<file path="config.mk">
export PLATFORM = sky130hd
export DESIGN_NAME = otp_decryptor
export DESIGN_NICKNAME = d
export VERILOG_FILES = /design/src/rtl/otp_decryptor.sv
export SDC_FILE = /design/constraint.sdc
export NUM_CORES = 1
export LEC_CHECK = 0
export CORE_ASPECT_RATIO = 2
export CORE_MARGIN = 5
export CORE_UTILIZATION = 54
export DETAILED_ROUTE_END_ITERATION = 6
export DONT_BUFFER_PORTS = 1
export PLACE_DENSITY = 0.72
export SYNTH_ARGS = -nofsm -noshare
export SYNTH_HDL_FRONTEND = slang
export SYNTH_SLANG_ARGS = --single-unit
</file>
<file path="constraint.sdc">
create_clock -name clk -period 2.55 [get_ports clk]
set_clock_uncertainty 0.1 [all_clocks]
set_input_delay 0.255 -clock clk [delete_from_list [all_inputs] [get_ports clk]]
set_output_delay 0.255 -clock clk [all_outputs]
set_load 0.02 [all_outputs]
</file>
<file path="src/rtl/otp_decryptor.sv">
// otp_decryptor: receive side of the one-time-pad link.
// It regenerates the sender's LFSR pad stream from a shared seed and keeps the
// last eight pads in a ring. Each tagged ciphertext byte is XORed with its
// matching pad. A tag that does not match the expected ring slot means the pad
// streams have drifted apart. The block then stops accepting bytes until a
// resync pulse refills the ring from the seed.
// Optional build macro OTP_ERRCNT_EN adds the err_count output, which is a
// saturating count of mismatched tags. Only rst clears it.
module otp_decryptor #(
    parameter logic [7:0] SEED  = 8'h01,
    parameter int         DEPTH = 8
) (
    input  logic       clk,
    input  logic       rst,
    input  logic [7:0] in_data,
    input  logic [2:0] in_tag,
    input  logic       in_valid,
    output logic       in_ready,
    output logic [7:0] out_data,
    output logic       out_valid,
    input  logic       out_ready,
    input  logic       resync,
    output logic       err,
    output logic       busy
`ifdef OTP_ERRCNT_EN
    ,
    output logic [7:0] err_count
`endif
);

    typedef enum logic [1:0] {
        FILL = 2'd0,
        RUN  = 2'd1,
        ERR  = 2'd2
    } state_t;

    localparam logic [2:0] LAST_SLOT = 3'(DEPTH - 1);

    state_t     state;
    logic [7:0] lfsr;
    logic [7:0] lfsr_next;
    logic [2:0] fill_ptr;
    logic [2:0] exp_ptr;
    logic [2:0] tag_slot;
    logic [7:0] ring [DEPTH];
    logic       accept;
    logic       tag_ok;
    logic       drain;

    // The sender's tag is its post-increment count, so the slot it used is one behind.
    assign tag_slot  = in_tag - 3'd1;
    assign tag_ok    = (tag_slot == exp_ptr);
    assign lfsr_next = {lfsr[6:0], lfsr[7] ^ lfsr[5] ^ lfsr[4] ^ lfsr[3]};

    // The output register can take a new byte in the same cycle it drains.
    // A resync in the same cycle blocks the handshake.
    assign in_ready = (state == RUN) && !resync && (!out_valid || out_ready);
    assign accept   = in_valid && in_ready;
    assign drain    = out_valid && out_ready;
    assign busy     = (state == FILL);

    // Main controller: ring fill, decryption, tag checking and resynchronisation.
    always_ff @(posedge clk) begin
        if (rst) begin
            state     <= FILL;
            lfsr      <= SEED;
            fill_ptr  <= 3'd0;
            exp_ptr   <= 3'd0;
            out_data  <= 8'h00;
            out_valid <= 1'b0;
            err       <= 1'b0;
            for (int i = 0; i < DEPTH; i++) begin
                ring[i] <= 8'h00;
            end
        end else if (resync) begin
            state     <= FILL;
            lfsr      <= SEED;
            fill_ptr  <= 3'd0;
            exp_ptr   <= 3'd0;
            err       <= 1'b0;
            out_valid <= 1'b0;
        end else begin
            case (state)
                FILL: begin
                    ring[fill_ptr] <= lfsr;
                    lfsr           <= lfsr_next;
                    fill_ptr       <= fill_ptr + 3'd1;
                    if (fill_ptr == LAST_SLOT) begin
                        state <= RUN;
                    end
                    if (drain) begin
                        out_valid <= 1'b0;
                    end
                end
                RUN: begin
                    if (accept && tag_ok) begin
                        out_data      <= in_data ^ ring[exp_ptr];
                        out_valid     <= 1'b1;
                        ring[exp_ptr] <= lfsr;
                        lfsr          <= lfsr_next;
                        exp_ptr       <= exp_ptr + 3'd1;
                    end else begin
                        if (drain) begin
                            out_valid <= 1'b0;
                        end
                        if (accept) begin
                            err   <= 1'b1;
                            state <= ERR;
                        end
                    end
                end
                ERR: begin
                    if (drain) begin
                        out_valid <= 1'b0;
                    end
                end
                default: begin
                    state <= FILL;
                end
            endcase
        end
    end

`ifdef OTP_ERRCNT_EN
    // Count the mismatched tags and saturate at 0xFF. A resync leaves this history intact.
    always_ff @(posedge clk) begin
        if (rst) begin
            err_count <= 8'h00;
        end else if (state == RUN && accept && !tag_ok && err_count != 8'hFF) begin
            err_count <= err_count + 8'd1;
        end
    end
`endif

endmodule

</file>
==> metrics.txt <==
outcome=completed; final setup fails=0; pre-CTS setup slack=247 ps; largest net degree at the start of global routing=24; Min-Delay Path Class=in2reg; share of layout cells above drive strength 1=between 10% and 20%; Worst Tran Pin Value=slightly above 800 ps; layout net count=roughly 380; Die Wd=around 75 um; synthesized-area fraction occupied by adder cells=under 10%; post-layout worst setup margin=about 330 ps; row count=47; Post-Syn Area=around 4500 um^2; Antenna Cells=0; Final min period=2220 ps; Post-Route WL=approximately 10000 um; Synth Area in Compound Gates=about 16%; Max Cap Viol=0; H-tree depth=3; Post-DP HPWL=7200 um; vias=2889; Synth top area share=between 40% and 50%; Lkg Pwr=roughly 1.7 nW; CP Data Arrival Time=between 2000 and 2500 ps; root buffer cell=clkbuf_16; CP startpoint=exp_ptr[2]$_SDFFE_PP0N_; crit-path cells=xnor3_1, and3_1, buf_4, nand4_1, nand3_1; Clock Path Buffers=2; DRC marker count from the first detailed-route iteration=170; post-synthesis sequential area ratio=between 50 and 60%; Mean Syn Cell Area=13.2 um^2; count leader, synth=edfxtp_1; YS warnings=0; largest stage delay on the critical path=roughly 370 ps; synth cell count leaders=edfxtp_1, a21boi_0, dfxtp_1, nand2_1; r2r startpoint=exp_ptr[2]$_SDFFE_PP0N_; CP Class=reg2reg; Final Util=60.7%; Worst setup SP type=flop; vias in the first global route=3041; die height=140 um; 1st-pass router iterations=4; Crit path buffers/inverters=1; Yosys top cell by area=edfxtp_1; Post-DRT Antenna Nets=0; # fillers=647; Synth Flop Type=edfxtp_1; CP Capture Point=ring[6][1]$_SDFFCE_PN0P_; Vias/cell=6.31; grt ovf=0; RSZ-0062 raised after global routing=false; TritonCTS Buffers=9; Worst R2R Path Depth=5; VDD IR-drop max=0.445 mV; Pwr per Cell Area=between 600 and 700 nW/um^2; Slowest-stage cell, CP=xnor3_1; Clk pin slew, worst setup/hold paths=approximately 70 ps; initial antenna violation count=0; die area=10500 um^2; multiplexer share of the synthesized area=approximately 11%; Power Total=about 0.003 W; Top delay family on crit path=simple AND/OR/NAND/NOR gates; CP Data Required Time=between 2000 and 2500 ps; Setup TNS=0 ps; EDFF count, synth=64; CTS sink count=93; Starting Density=a little under three fifths; post-synthesis simple-gate area fraction=between 10% and 20%; largest cells by area after synthesis=edfxtp_1, dfxtp_1, a21boi_0; Post-Synth XOR/XNOR Area=under 10%; Synth-to-Final Area Change=9.85%; asr flop ratio synth=0%; critical-path maximum fanout=23; Post-route DRC=0; Post-Syn Nets=364; crit path capture type=flop; post-synth cell types=42; GRT Util Overall=a little over 20%; Slew Viols, Final=0; Clk Latency, worst-skew pair=~340 ps; Seq cells post-synth=a little over 90; Crit. path cell count=5; PortBufs=0; CTS tree=yes; wire length per cell=21.6 um; slew margin rel.=approximately 46%; final estimated routing congestion in global placement=approximately 0.87; main combinational cell family by area after synthesis=compound AO/OA/AOI/OAI gates; IO Pins=28; post-synthesis cell count=approximately 340; R2R setup slack=approximately 330 ps; highest clock rate=roughly 450 MHz; reg2reg end=ring[6][1]$_SDFFCE_PN0P_; Final Cycle Share=86.9%; first-pass GRT wire length=between 15000 and 20000 um; Hold Fails Final Rpt=0; Core Region=8230 um^2
worst register-to-register path, stage by stage (launching register included):
cell and delay, ps:
dfxtp_1 310, xnor3_1 380, and3_1 200, buf_4 360, nand4_1 160, nand3_1 360
final cells by class:
type	count	area [um^2]	area share (%)
Sequential cell	93	2500	50.1
Multi-Input combinational cell	223	1890	37.9
Tap cell	98	123	2.46
Clock buffer	11	243	4.86
Inverter	4	15.0	0.301
Timing Repair Buffer	25	193	3.86
Clock inverter	4	25.0	0.501
repair_timing:
item                      CTS  global route
hold buffers                2             0
resized for setup           0             0
hold endpoints to repair    9             0
setup buffers               0             0
metrics by stage:
step	std cells	hold WS [ps]	area, um^2
global route	458	52.5	4990
finish	458	46.5	4990
floorplan	344	341	4550
CTS	458	43.5	4990
global placement	441	230	4710
detailed placement	441	232	4710
cell families (layout without fill, tap and decap cells):
logic type	after synthesis	after routing
DFF	93	93
and+or+nand+nor	73	73
adders and majority gates	4	4
muxes	32	32
AOI/OAI and AO/OA	99	99
buffers and inverters	28	44
xor gates and xnor gates	15	15
worst min-delay path by stage:
stage | start | slack, ps | to | depth (start not counted)
final | in_data[4] | 50 | out_data[4]$_SDFFE_PP0P_ | 2
after global routing | in_data[3] | 50 | out_data[3]$_SDFFE_PP0P_ | 2
after CTS | in_data[4] | 40 | out_data[4]$_SDFFE_PP0P_ | 2
after detailed placement | rst | 230 | out_data[5]$_SDFFE_PP0P_ | 1
after global placement | rst | 230 | out_data[5]$_SDFFE_PP0P_ | 1
after floorplan | out_ready | 340 | out_valid$_SDFFE_PP0P_ | 3
placed cells by master, fill, tap and decap left out, types with 2 or more instances in the layout:
cell type	count
o21a_1	2
o21ai_0	4
mux4_2	16
a211oi_1	8
xnor2_1	3
and3_1	2
edfxtp_1	64
nor2b_1	7
ha_1	4
nand3_1	8
dfxtp_1	29
mux2i_1	16
buf_4	23
inv_1	4
a21boi_1	9
o311ai_1	3
nor2_1	12
clkbuf_16	9
nand4_4	6
a21oi_1	14
nand2_1	22
nor4_1	2
dlygate4sd3_1	2
xor2_1	11
nand4_1	4
or3_1	2
a21boi_0	55
power breakdown:
group	total, W	internal, W	switching, W
sequential	0.00167	0.00165	0.0000214
combinational	0.000129	0.0000510	0.0000776
clock	0.00121	0.000678	0.000531
layer usage:
| metal | global-route usage [%] | vias to the layer above | wire [um] | share of wire, % |
|---|---|---|---|---|
| li1 | - | 1333 | - | - |
| met1 | 22.7 | 1442 | 3460 | 35 |
| met2 | 35.4 | 87 | 5480 | 55 |
| met3 | 4.19 | 27 | 503 | 5.1 |
| met4 | 11.6 | 0 | 461 | 4.7 |
| met5 | 0 | - | 0 | 0 |
state kept, by name, summed over array words and instances, names as in the netlist, named ones only:
signal,cells
ring,64
lfsr,8
out_data,8
exp_ptr,3
fill_ptr,3
state,2
err,1
out_valid,1
No activity file was read; power rests on OpenSTA's default activity.
